[src/rtl/ctr_pr_dec.sv]
// Sequential decoder: pseudo-random counter state to binary step index.
// Define CTR_PR_DEC_BIDIR_EN for a two-ended (forward + backward) search.
module ctr_pr_dec #(
  parameter int            N    = 5,
  parameter logic [N-1:0]  TAPS = 5'b10100
) (
  input  logic         clk,
  input  logic         rst_n,
  input  logic         start,
  input  logic [N-1:0] code,
  output logic         busy,
  output logic         done,
  output logic [N-1:0] index,
  output logic         err
);

  localparam logic [0:0] IDLE   = 1'b0;
  localparam logic [0:0] SEARCH = 1'b1;

  localparam logic [N-1:0] ZERO = '0;
  localparam logic [N-1:0] ONES = '1;
  localparam logic [N-1:0] ONE  = {{(N-1){1'b0}}, 1'b1};
  localparam logic [N-1:0] PM1  = {{(N-1){1'b1}}, 1'b0};

  function automatic logic [N-1:0] step_f(
    input logic [N-1:0] s
  );
    step_f = {s[N-2:0], ~^(s & TAPS)};
  endfunction

  // Undo one step: the shifted-out MSB is rebuilt from fb and the low taps.
  function automatic logic [N-1:0] unstep_f(
    input logic [N-1:0] s
  );
    logic [N-1:0] lo;
    lo       = {1'b0, s[N-1:1]};
    unstep_f = {s[0] ^ ~^(lo & TAPS), s[N-1:1]};
  endfunction

  logic [0:0]   state_q, state_d;
  logic [N-1:0] target_q, target_d;
  logic [N-1:0] w_q, w_d;
  logic [N-1:0] cnt_q, cnt_d;
  logic         busy_q, busy_d;
  logic         done_q, done_d;
  logic [N-1:0] index_q, index_d;
  logic         err_q, err_d;

`ifdef CTR_PR_DEC_BIDIR_EN
  logic [N-1:0] v_q, v_d;
  logic [N-1:0] dcnt_q, dcnt_d;
`endif

  always_comb begin
    state_d  = state_q;
    target_d = target_q;
    w_d      = w_q;
    cnt_d    = cnt_q;
    busy_d   = busy_q;
    done_d   = 1'b0;
    index_d  = index_q;
    err_d    = err_q;
`ifdef CTR_PR_DEC_BIDIR_EN
    v_d      = v_q;
    dcnt_d   = dcnt_q;
`endif
    unique case (state_q)
      IDLE: begin
        if (start) begin
          target_d = code;
          w_d      = ZERO;
          cnt_d    = ZERO;
          busy_d   = 1'b1;
          state_d  = SEARCH;
`ifdef CTR_PR_DEC_BIDIR_EN
          v_d      = unstep_f(ZERO);
          dcnt_d   = PM1;
`endif
        end
      end
      SEARCH: begin
        if (w_q == target_q) begin
          index_d = cnt_q;
          err_d   = 1'b0;
          done_d  = 1'b1;
          busy_d  = 1'b0;
          state_d = IDLE;
`ifdef CTR_PR_DEC_BIDIR_EN
        end else if (v_q == target_q) begin
          index_d = dcnt_q;
          err_d   = 1'b0;
          done_d  = 1'b1;
          busy_d  = 1'b0;
          state_d = IDLE;
        end else if (cnt_q == dcnt_q) begin
`else
        end else if (cnt_q == PM1) begin
`endif
          index_d = ONES;
          err_d   = 1'b1;
          done_d  = 1'b1;
          busy_d  = 1'b0;
          state_d = IDLE;
        end else begin
          w_d   = step_f(w_q);
          cnt_d = cnt_q + ONE;
`ifdef CTR_PR_DEC_BIDIR_EN
          v_d    = unstep_f(v_q);
          dcnt_d = dcnt_q - ONE;
`endif
        end
      end
    endcase
  end

  always_ff @(posedge clk or negedge rst_n) begin
    if (!rst_n) begin
      state_q  <= IDLE;
      target_q <= ZERO;
      w_q      <= ZERO;
      cnt_q    <= ZERO;
      busy_q   <= 1'b0;
      done_q   <= 1'b0;
      index_q  <= ZERO;
      err_q    <= 1'b0;
`ifdef CTR_PR_DEC_BIDIR_EN
      v_q      <= ZERO;
      dcnt_q   <= ZERO;
`endif
    end else begin
      state_q  <= state_d;
      target_q <= target_d;
      w_q      <= w_d;
      cnt_q    <= cnt_d;
      busy_q   <= busy_d;
      done_q   <= done_d;
      index_q  <= index_d;
      err_q    <= err_d;
`ifdef CTR_PR_DEC_BIDIR_EN
      v_q      <= v_d;
      dcnt_q   <= dcnt_d;
`endif
    end
  end

  assign busy  = busy_q;
  assign done  = done_q;
  assign index = index_q;
  assign err   = err_q;

endmodule

[config.mk]
export PLATFORM = sky130hd
export DESIGN_NAME = ctr_pr_dec
export DESIGN_NICKNAME = d
export VERILOG_FILES = /design/src/rtl/ctr_pr_dec.sv
export SDC_FILE = /design/constraint.sdc
export NUM_CORES = 1
export LEC_CHECK = 0
export ABC_CLOCK_PERIOD_IN_PS = 2300
export BUFFER_PORTS_ARGS = -buffer_cell sky130_fd_sc_hd__buf_4
export CORE_AREA = 2 2 68 76
export CTS_CLUSTER_DIAMETER = 150
export CTS_CLUSTER_SIZE = 12
export DETAILED_ROUTE_END_ITERATION = 10
export DIE_AREA = 0 0 70 78
export SLEW_MARGIN = 40
export SYNTH_ARGS = -nofsm -noshare
export SYNTH_HDL_FRONTEND = slang
export SYNTH_SLANG_ARGS = --single-unit
[constraint.sdc]
create_clock -name clk -period 2.3 [get_ports clk]
set_input_delay 0 -clock clk [delete_from_list [all_inputs] [get_ports clk]]
set_output_delay 0 -clock clk [all_outputs]
set_load 0.01 [all_outputs]
; Word level (Yosys, flattened, before mapping)
; Index checks and enable logic that the tools add are counted.
[word_totals]
regBits = 24
latch_bits = 0
mem_bits_rw = 0
rom_bits = 0
inputBits = 8
out_inout_bits = 8
elab_cells = 44
mem_count = 0
[classes]
add_sub_neg = 1
mul = 0
div = 0
magnitude_cmp = 0
eq_ne = 6
shift = 0
n_mux = 22
n_bitwise = 1
n_reduce_logical = 6
[ops]
columns = cell, n
row1 = $mux 5, 7
row2 = $pmux 5 s2, 2
row3 = $mux 1, 11
row4 = $ne 2x2->1 const B, 3
row5 = $reduce_and 2->1, 3
row6 = $add 5x1->5 const B, 1
row7 = $eq 5x5->1, 1
row8 = $eq 5x5->1 const B, 1
row9 = $reduce_xnor 5->1, 1
row10 = $pmux 1 s2, 2
row11 = $ne 3x1->1 const B, 1
row12 = $reduce_and 3->1, 1
row13 = $reduce_bool 2->1, 1
row14 = $not 1->1, 1

; Logic depth before layout (Yosys ltp)
[depth]
word_depth = 4
depth_mapped = 7
ltp_nobuf = 6

; Least setup slack after synthesis
; No wires, ideal clock.
[synth_timing]
path_type = register to register
start = register cnt_q[0]
end = register w_q[0]
setup_ns = 0.066
t_arrival_ns = 1.525
required_time_ns = 2.234
setup_slack_ns = 0.709
path_stages_with_launch = 7
n_path_buf = 1
period_less_slack_ns = 1.591
cell_sequence = dfrtp_1 > inv_1 > ha_1 > and4_1 > clkbuf_1 > a2111oi_0 > a221o_1
[synth_via]
elab_chain_len = 3
[synth_lines]
columns = element, line_no
row1 = start: declaration, 43  ; logic [N-1:0] cnt_q, cnt_d;
row2 = start signal: assignment, 134  ; cnt_q <= cnt_d;
row3 = $eq 5x5->1, 97  ; end else if (cnt_q == PM1) begin
row4 = $ne 2x2->1 (no line), -
row5 = $reduce_and 3->1 (no line), -
row6 = end signal: assignment, 133  ; w_q <= w_d;
row7 = end: declaration, 42  ; logic [N-1:0] w_q, w_d;
; Every way passes these cells.
; A chain may end at the register's enable or synchronous reset.

; Worst setup path in the final report
; Ends and elaborated chain as after synthesis.

==> results.sh <==
export IMPL_cp_end_kind="register"
export IMPL_cts_tree="built"
export IMPL_ys_seq_elements=24
export IMPL_path_depth=5
export IMPL_synth_cell_type_count=42
export IMPL_grt_setup_unrepaired="false"
export IMPL_holdWs_ps=29.1
export IMPL_synth_edff_count=0
export IMPL_slew_headroom=0.619
export IMPL_met2_usage=0.199
export IMPL_hold_buffers=6
export IMPL_portBuffers=15
export IMPL_die_w_um=70
export IMPL_post_route_drc_count=0
export IMPL_yosysTopAreaCell="dfrtp_1"
export IMPL_crit_family="compound AO/OA/AOI/OAI gates"
export IMPL_drive_gt1_frac=0.219
export IMPL_cts_root_buffer="clkbuf_8"
export IMPL_synthCells=135
export IMPL_setup_violations=0
export IMPL_crit_path_start_kind="register"
export IMPL_tightest_slew_ps=570
export IMPL_cts_sinks=24
export IMPL_finalCritPeriodShare=0.823
export IMPL_hold_viol_final=0
export IMPL_synthArstFlopShare=1.00
export IMPL_finalMaxSlewViolations=0
export IMPL_worst_ep_arrival_time_ps=2100
export IMPL_die_area_mm2=0.00546
export IMPL_pin_count=16
export IMPL_cts_repair_resized=0
export IMPL_fin_nets=162
export IMPL_fin_skew_ps=1.51
export IMPL_fmax_mhz=528
export IMPL_syn_area_per_cell_um2=10.2
export IMPL_worstSkewPairLatency_ps=270
export IMPL_drt_vias_per_instance=5.39
export IMPL_yosysWarnings=0
export IMPL_clk_pin_slew_ps=90
export IMPL_max_stage_delay_ps=530
export IMPL_cap_viol_max_count=0
export IMPL_start_util=0.297
export IMPL_worstHoldPathType="in -> reg"
export IMPL_firstDrtPassIters=4
export IMPL_critPathKind="reg -> reg"
export IMPL_hpwl_um=2160
export IMPL_p_per_area_mw_per_mm2=1540
export IMPL_detail_route_wl_per_cell_um=14.9
export IMPL_period_needed_ps=1890
export IMPL_totalWireLength_um=3090
export IMPL_cts_inserted_buffers=3
export IMPL_use_met1=0.151
export IMPL_path_max_fanout=9
export IMPL_syn_cell_area_mm2=0.00137
export IMPL_antennaDiodeCount=0
export IMPL_reg2reg_depth=5
export IMPL_vias=1115
export IMPL_drtAntennaViolNets=0
export IMPL_coreArea_mm2=0.00462
export IMPL_yosysSeqAreaShare=0.437
export IMPL_ir_drop_uv=681
export IMPL_overflow=0
export IMPL_clock_path_buffers=2
export IMPL_grt_max_degree=25
export IMPL_dieHeight_um=78
export IMPL_grt_antenna_before_repair=0
export IMPL_critPathBufInv=1
export IMPL_synth_nets=145
export IMPL_synth_common_cells="24 x dfrtp_1, 10 x nor3_1, 9 x nor2_1, 6 x mux2_2, 6 x o21ai_0"
export IMPL_synthMostInstantiatedCell="dfrtp_1"
export IMPL_busiest_layer="met2"
export IMPL_rows=26
export IMPL_postLayoutCoreUtil=0.353
export IMPL_synth_area_top_cells="dfrtp_1 44%, mux2_2 4.9%, nor3_1 3.6%"
export IMPL_cts_setup_buffers=0
export IMPL_synthFlopType="dfrtp_1"
export IMPL_critPathRequiredTime_ps=2510
export IMPL_area_growth_syn_to_layout_pct=18.8
export IMPL_drtIter0Drc=19
export IMPL_grt_pass1_wl_um=5290
export IMPL_total_power_mw=2.51
export IMPL_hold_path_depth=2
export IMPL_crit_chain="inv_1 -> ha_1 -> and4_1 -> a2111oi_0 -> a221o_1"
export IMPL_grt_met3_usage=0.0169
export IMPL_setup_tns_ps=0
export IMPL_gr_usage_all_layers=0.118
export IMPL_status="completed"
export IMPL_leakagePower_nw=0.688
export IMPL_synth_top_area_frac=0.437
export IMPL_slowest_stage="a2111oi_0"
export IMPL_grt_pass1_vias=1085
export IMPL_gp_congestion=0.839
export IMPL_cts_max_level=1
## final timing paths
kind                               endpoint  slack [ps]  startpoint
worst max-delay path                 w_q[0]         410    cnt_q[0]
worst min-delay path               cnt_q[1]          30       start
worst max register to register       w_q[0]         410    cnt_q[0]
worst min register to register          err         540         err
max in group asynchronous          index[2]        1900       rst_n
min in group asynchronous       target_q[1]         160       rst_n
## per-layer routing
layer | vias to the layer above | routed length [µm]
met2 | 33 | 1570
met4 | 0 | 46
met1 | 542 | 1380
li1 | 534 | -
met5 | - | 0
met3 | 6 | 101
## power breakdown
group	internal, mW	switching (mW)
registers	0.632	0.237
logic	0.574	0.700
clock network	0.233	0.138
## area by class of cell
class | instances | area, µm²
Fill cell | 478 | 2990
Sequential cell | 24 | 601
Timing Repair Buffer | 23 | 188
Clock buffer | 3 | 41.3
Clock inverter | 1 | 30.0
Tap cell | 56 | 70.1
Inverter | 4 | 15.0
Multi-Input combinational cell | 96 | 687
## cell usage in the layout, fill, tap and decap left out, types with 2 or more instances in the layout
| master | n |
|---|---|
| a211oi_1 | 5 |
| a21oi_1 | 2 |
| a221o_1 | 3 |
| and2_1 | 3 |
| and3_1 | 2 |
| buf_4 | 17 |
| clkbuf_8 | 3 |
| dfrtp_1 | 24 |
| dlygate4sd3_1 | 6 |
| ha_1 | 2 |
| inv_1 | 4 |
| mux2_2 | 6 |
| mux2i_1 | 2 |
| nand2_1 | 5 |
| nand3_1 | 5 |
| nand4_1 | 2 |
| nor2_1 | 9 |
| nor2b_1 | 3 |
| nor3_1 | 10 |
| nor4_1 | 5 |
| o211a_1 | 2 |
| o211ai_1 | 2 |
| o21ai_0 | 6 |
| o32a_1 | 2 |
| xnor2_1 | 3 |
| xor2_2 | 2 |
## worst reg2reg max path, delay by kind of cell (launching register included)
kind	cells	cell delay (ps)
fa+ha+maj	1	240
buf+inv	1	110
simple gates	1	310
flops	1	460
compound gates	2	710
## sequential cells by signal, indices dropped and copies added (netlist names)
register and cells:
target_q 5, w_q 5, err 1, done 1
cnt_q 5, state_q 1, index 5, busy 1
## per-stage QoR
stage | instances | area (µm²) | worst slack [ps]
after detailed placement | 197 | 1500 | 396
after floorplan | 135 | 1370 | 709
after global placement | 197 | 1500 | 511
after global routing | 207 | 1630 | 245
final | 207 | 1630 | 407
after CTS | 207 | 1630 | 386
## cells by family (layout without fill, tap and decap cells)
| kind of cell | Yosys count | after routing | share of synthesized area |
|---|---|---|---|
| adders and majority gates | 2 | 2 | 0.0182 |
| xor gates and xnor gates | 6 | 6 | 0.0492 |
| muxes | 8 | 8 | 0.0637 |
| and+or+nand+nor | 47 | 47 | 0.177 |
| buffers and inverters | 15 | 31 | 0.0628 |
| DFF | 24 | 24 | 0.437 |
| AOI/OAI and AO/OA | 33 | 33 | 0.192 |
No activity file was read; power rests on OpenSTA's default activity.
